--- src/rtl/vsu_pkg.sv ---
// rtl/vsu_pkg.sv - shared opcodes, FSM states and error-return constant for vec_mem_stream_unit
package vsu_pkg;

    localparam logic [4:0]  OP_VLOAD  = 5'b00000;
    localparam logic [4:0]  OP_VSTORE = 5'b00001;
    localparam logic [31:0] ERR_DATA  = 32'hDEAD_BEEF;

    typedef enum logic [1:0] {
        IDLE     = 2'd0,
        RD_WAIT  = 2'd1,
        ST_VALID = 2'd2
    } vsu_state_e;

endpackage

--- src/rtl/vsu_sync_fifo.sv ---
// rtl/vsu_sync_fifo.sv - synchronous FIFO with registered head and full/empty flags
module vsu_sync_fifo #(
    parameter int WIDTH = 32,
    parameter int DEPTH = 4
) (
    input  logic             clk,
    input  logic             rst,
    input  logic             push,
    input  logic [WIDTH-1:0] push_data,
    input  logic             pop,
    output logic [WIDTH-1:0] head,
    output logic             full,
    output logic             empty
);

    localparam int PTR_W = $clog2(DEPTH);
    localparam int CNT_W = PTR_W + 1;

    logic [WIDTH-1:0] mem [DEPTH];
    logic [PTR_W-1:0] wr_ptr;
    logic [PTR_W-1:0] rd_ptr;
    logic [CNT_W-1:0] count;
    logic             do_push;
    logic             do_pop;

    assign full    = (count == CNT_W'(DEPTH));
    assign empty   = (count == '0);
    assign do_pop  = pop && !empty;
    // A pop in the same cycle frees the slot, so a full FIFO may still accept
    assign do_push = push && (!full || do_pop);
    assign head    = mem[rd_ptr];

    always_ff @(posedge clk or posedge rst) begin
        if (rst) begin
            wr_ptr <= '0;
            rd_ptr <= '0;
            count  <= '0;
            for (int i = 0; i < DEPTH; i++) begin
                mem[i] <= '0;
            end
        end else begin
            if (do_push) begin
                mem[wr_ptr] <= push_data;
                wr_ptr      <= wr_ptr + 1'b1;
            end
            if (do_pop) begin
                rd_ptr <= rd_ptr + 1'b1;
            end
            case ({do_push, do_pop})
                2'b10:   count <= count + 1'b1;
                2'b01:   count <= count - 1'b1;
                default: count <= count;
            endcase
        end
    end

endmodule

--- src/rtl/vec_mem_stream_unit.sv ---
// rtl/vec_mem_stream_unit.sv - VRF load/store stream unit with exec FIFO; VSU_BOUNDS_CHECK_EN adds err_o
module vec_mem_stream_unit
    import vsu_pkg::*;
#(
    parameter int NUM_ELEMS       = 32,
    parameter int IDX_W           = $clog2(NUM_ELEMS),
    parameter int DATA_W          = 32,
    parameter int EXEC_FIFO_DEPTH = 4
) (
    input  logic              wb_clk_i,
    input  logic              wb_rst_i,
    input  logic [31:0]       instruction_recv_msg,
    input  logic              instruction_recv_val,
    output logic              instruction_recv_rdy,
    input  logic [63:0]       load_recv_msg,
    input  logic              load_recv_val,
    output logic              load_recv_rdy,
    output logic [DATA_W-1:0] store_send_msg,
    output logic              store_send_val,
    input  logic              store_send_rdy,
    output logic              vrf_wr_en,
    output logic [IDX_W-1:0]  vrf_wr_addr,
    output logic [DATA_W-1:0] vrf_wr_data,
    output logic              vrf_rd_en,
    output logic [IDX_W-1:0]  vrf_rd_addr,
    input  logic [DATA_W-1:0] vrf_rd_data,
    output logic [31:0]       exec_send_msg,
    output logic              exec_send_val,
    input  logic              exec_send_rdy,
    output logic              busy_o
`ifdef VSU_BOUNDS_CHECK_EN
    ,
    output logic              err_o
`endif
);

    vsu_state_e        state;
    logic [DATA_W-1:0] store_data;
    logic              rd_err;
    logic [4:0]        opcode;
    logic              is_vload;
    logic              is_vstore;
    logic              is_exec;
    logic [IDX_W-1:0]  idx;
    logic              both_val;
    logic              in_idle;
    logic              oob;
    logic              store_req;
    logic              fifo_push;
    logic              fifo_full;
    logic              fifo_empty;
    logic              unused_idx_hi;

    assign opcode    = instruction_recv_msg[31:27];
    assign is_vload  = (opcode == OP_VLOAD);
    assign is_vstore = (opcode == OP_VSTORE);
    assign is_exec   = !is_vload && !is_vstore;
    assign idx       = load_recv_msg[32 +: IDX_W];
    assign both_val  = instruction_recv_val && load_recv_val;
    // Handshake outputs are combinational, so hold them low while reset is asserted
    assign in_idle   = (state == IDLE) && !wb_rst_i;
    assign unused_idx_hi = &{1'b0, load_recv_msg[63:32+IDX_W]};

`ifdef VSU_BOUNDS_CHECK_EN
    assign oob = (load_recv_msg[63:32] >= 32'(NUM_ELEMS));
`else
    assign oob = 1'b0;
`endif

    assign store_req = in_idle && is_vstore && both_val;
    assign fifo_push = in_idle && is_exec && instruction_recv_val && !fifo_full;

    always_comb begin
        instruction_recv_rdy = 1'b0;
        load_recv_rdy        = 1'b0;
        vrf_wr_en            = 1'b0;
        vrf_wr_addr          = '0;
        vrf_wr_data          = '0;
        vrf_rd_en            = 1'b0;
        vrf_rd_addr          = '0;
        if (in_idle) begin
            if (is_vload) begin
                instruction_recv_rdy = both_val;
                load_recv_rdy        = both_val;
                if (both_val && !oob) begin
                    vrf_wr_en   = 1'b1;
                    vrf_wr_addr = idx;
                    vrf_wr_data = load_recv_msg[DATA_W-1:0];
                end
            end else if (is_vstore) begin
                // VSTORE completes only through the store stream handshake
                if (both_val && !oob) begin
                    vrf_rd_en   = 1'b1;
                    vrf_rd_addr = idx;
                end
            end else begin
                instruction_recv_rdy = !fifo_full;
            end
        end
    end

    always_ff @(posedge wb_clk_i or posedge wb_rst_i) begin
        if (wb_rst_i) begin
            state      <= IDLE;
            store_data <= '0;
            rd_err     <= 1'b0;
        end else begin
            case (state)
                IDLE: begin
                    if (store_req) begin
                        state  <= RD_WAIT;
                        rd_err <= oob;
                    end
                end
                RD_WAIT: begin
                    store_data <= rd_err ? ERR_DATA[DATA_W-1:0] : vrf_rd_data;
                    state      <= ST_VALID;
                end
                ST_VALID: begin
                    // Either the store completes or the bus cycle was abandoned upstream
                    if (store_send_rdy || !instruction_recv_val) begin
                        state      <= IDLE;
                        store_data <= '0;
                    end
                end
                default: state <= IDLE;
            endcase
        end
    end

`ifdef VSU_BOUNDS_CHECK_EN
    always_ff @(posedge wb_clk_i or posedge wb_rst_i) begin
        if (wb_rst_i) begin
            err_o <= 1'b0;
        end else if (in_idle && both_val && (is_vload || is_vstore) && oob) begin
            err_o <= 1'b1;
        end
    end
`endif

    assign store_send_val = (state == ST_VALID);
    assign store_send_msg = store_send_val ? store_data : '0;
    assign busy_o         = (state != IDLE);
    assign exec_send_val  = !fifo_empty;

    vsu_sync_fifo #(
        .WIDTH (32),
        .DEPTH (EXEC_FIFO_DEPTH)
    ) u_exec_fifo (
        .clk       (wb_clk_i),
        .rst       (wb_rst_i),
        .push      (fifo_push),
        .push_data (instruction_recv_msg),
        .pop       (exec_send_rdy),
        .head      (exec_send_msg),
        .full      (fifo_full),
        .empty     (fifo_empty)
    );

endmodule

--- config.mk ---
export PLATFORM = sky130hd
export DESIGN_NAME = vec_mem_stream_unit
export DESIGN_NICKNAME = d
export VERILOG_FILES = /design/src/rtl/vsu_pkg.sv /design/src/rtl/vsu_sync_fifo.sv /design/src/rtl/vec_mem_stream_unit.sv
export SDC_FILE = /design/constraint.sdc
export NUM_CORES = 1
export LEC_CHECK = 0
export CAP_MARGIN = 20
export CORE_AREA = 3 3 145 147
export CTS_BUF_LIST = sky130_fd_sc_hd__clkbuf_16
export CTS_CLUSTER_SIZE = 10
export DETAILED_ROUTE_END_ITERATION = 16
export DIE_AREA = 0 0 148 150
export PLACE_DENSITY = 0.69
export SLEW_MARGIN = 20
export SYNTH_ARGS = -nofsm -noshare
export SYNTH_HDL_FRONTEND = slang
export SYNTH_SLANG_ARGS = --single-unit
--- constraint.sdc ---
create_clock -name wb_clk_i -period 6.6 [get_ports wb_clk_i]
set_input_delay 0.99 -clock wb_clk_i [delete_from_list [all_inputs] [get_ports wb_clk_i]]
set_output_delay 0.99 -clock wb_clk_i [all_outputs]
set_load 0.01 [all_outputs]
==> impl_metrics.ini <==
[run_status]
outcome = completed

[layout]
fin_cells = 1018
final_cell_mix = clkdlybuf4s50_1, dfrtp_1, mux2_2
fin_util = 0.535
final_nets = 875
n_antenna_cell = 0
layout_commonest_cell = clkdlybuf4s50_1
syn_to_final_growth_pct = 38.9
design_area_sq_um = 10700
drive_gt1_frac = 0.269
fill_cells = 1733

[synthesis]
ys_seq_elements = 169
synth.largest_area_cell = dfrtp_1
synth.avg_cell_area_sq_um = 14.8
synthTopCellsByArea = dfrtp_1, mux2_2, mux4_2
syn-cell-area_sq_um = 7720
synth_edf_count = 0
synth.distinct_cells = 35
ys_async_sr_fraction = 1.00
yosysSeqAreaShare = 0.548
ys.flop_type = dfrtp_1
ys.warnings.count = 0
synth_top_area_frac = 0.548
synthCells = 520
postSynthNetCount = 660

[place]
gp_congestion = 0.834
pre_cts_slack_ps = 1570
numPortBuffers = 219
place_inst = 983
hpwl_um = 13200
placed_cell_area_sq_um = 10100

[floorplan]
placementRows = 52
io_pins = 247
dieHeight_um = 150
core_area_sq_um = 20000
dieArea_sq_um = 22200
die_w_um = 148
start_util = 0.385

[sta]
relSlewSlack = 0.380
rsz0062_at_grt = false
whs_ps = 491
worst_pin_slew_ps = 927
worst_slack_ps = 1940
fin_setup_tns_ps = 0
period_share = 0.707
max_freq_ghz = 0.214
finalHoldViolations = 0
final_max_slew_viol_count = 0
min_period_ps = 4660
finalClockSkew_ps = 8.50
setup_viol = 0

[worst_setup_path]
crit_arrival_ps = 3670
end_kind = output port
ff2ff_setup_slack_ps = 3930
path_class = primary input to output port
cp_max_fo = 23
r2r_start = state[1]$_DFFE_PP0P_
path_cells = clkdlybuf4s50_1 > or4_4 > nor4_4 > buf_6 > and2_1 > clkdlybuf4s50_1
worst_r2r_path_depth = 4
cpPeakStageDelay_ps = 620
start_kind = primary input
critPathMostFrequentCell = clkdlybuf4s50_1
crit_slowest_cell = or4_4
reg2reg_to = u_exec_fifo.mem[108]$_DFFE_PP0P_
cp_data_required_time_ps = 5610

[clock_network]
clock_latency_ps = 420
clockBufferDepth = 2
ctsHoldBuffers = 0
clock_sinks = 169
post-cts-setup-buffer-count = 0
h-tree-depth = 4
cts_tree = yes
numCtsBuffers = 17
cts_resized = 0
path_clk_slew_ps = 70
cts_root_buf = clkbuf_16

[global_route]
grt_pass1_vias = 5496
antenna_found_initial = 0
grt_max_degree = 108
grt_pass1_wl_um = 30000
grt_use_total = 0.174
gr-total-overflow = 0

[power_and_ir_drop]
p_int_mw = 3.02
sw_frac_of_total = 0.294
p_clk_frac = 0.215
comb_power_share = 0.385
vdd_drop_max_mv = 0.166
cellLeakagePower_nw = 4.54
pwr-share-seq = 0.400
finalPower_mw = 4.29
p_switching_mw = 1.26
power.density_nw_per_um2 = 400

[route]
drtAntennaViolNets = 0
drt-pass1-iter-count = 4
routed_wl_um = 19000
drc = 0
routedWlPerCell_um = 18.6
dr.first_iter.drc_count = 236
vias = 4994
viasPerCell = 4.91

[worst_hold_path]
holdPathEnd = u_exec_fifo.mem[100]$_DFFE_PP0P_
hold_path_class = flop to flop
min-delay-start = u_exec_fifo.mem[100]$_DFFE_PP0P_
min_path_cells = 1

[run]
cap_violations = 0
==> worst max path at each step <==
stage	start	endpoint	slack, ps
after global placement	instruction_recv_msg[30]	vrf_wr_data[23]	1720
after detailed placement	instruction_recv_msg[28]	vrf_wr_data[9]	1570
after CTS	instruction_recv_msg[28]	vrf_wr_data[9]	1560
after global routing	instruction_recv_msg[28]	vrf_wr_data[9]	1700
after floorplan	wb_rst_i	state[0]$_DFFE_PP0P_	1030
final	instruction_recv_msg[28]	vrf_wr_data[7]	1940
==> logic make-up after synthesis <==
group,share of synthesized area
AO/OA/AOI/OAI,0.0418
XOR/XNOR,0.00681
adder cells (fa/ha/maj),0.0107
buffers and inverters,0.0313
flip-flops,0.548
multiplexers,0.283
AND/OR/NAND/NOR,0.0789
==> synthesized netlist by cell type, drive strengths merged, types with 2 or more instances <==
cell    instances
a22o           32
and2           74
buf            20
clkbuf         16
dfrtp         169
ha              5
inv             9
mux2          129
mux4           32
nand2           2
nand4           4
nor2b           2
nor4            3
or3             2
xnor2           3
xor2            3
==> state kept, by name, indices dropped and copies added, names as in the netlist <==
name                count
store_data             32
u_exec_fifo.mem       128
u_exec_fifo.rd_ptr      2
u_exec_fifo.count       3
u_exec_fifo.wr_ptr      2
state                   2
==> layer usage <==
| layer | global-route usage | vias to the layer above | wire length, um |
|---|---|---|---|
| met5 | 0 | - | 0 |
| met1 | 0.221 | 2550 | 8180 |
| met3 | 0.0427 | 20 | 784 |
| met4 | 0.0494 | 0 | 296 |
| li1 | - | 2316 | - |
| met2 | 0.298 | 108 | 9690 |
==> worst max-delay path: cells and delay by family <==
kind | cells | cell delay (ps)
buffers and inverters | 3 | 1300
AND/OR/NAND/NOR | 3 | 1390
==> power groups by stage <==
| stage | logic, mW | registers (mW) | clock network [mW] |
|---|---|---|---|
| floorplan | 1.08 | 1.62 | 0 |
| global placement | 1.64 | 1.68 | 0 |
| detailed placement | 1.68 | 1.73 | 0 |
| CTS | 1.69 | 1.71 | 0.945 |
| global route | 1.78 | 1.77 | 0.990 |
| finish | 1.65 | 1.71 | 0.920 |
==> final cells by class <==
| class | count | area [sq um] | share of cell area |
|---|---|---|---|
| clock inverter | 15 | 115 | 0.0107 |
| clock buffer | 17 | 425 | 0.0397 |
| timing repair buffer | 232 | 2310 | 0.215 |
| tap | 270 | 338 | 0.0315 |
| sequential | 169 | 4230 | 0.394 |
| multi-input combinational | 306 | 3270 | 0.305 |
| inverter | 9 | 38.8 | 0.00362 |
(Power assumes the default switching activity.)
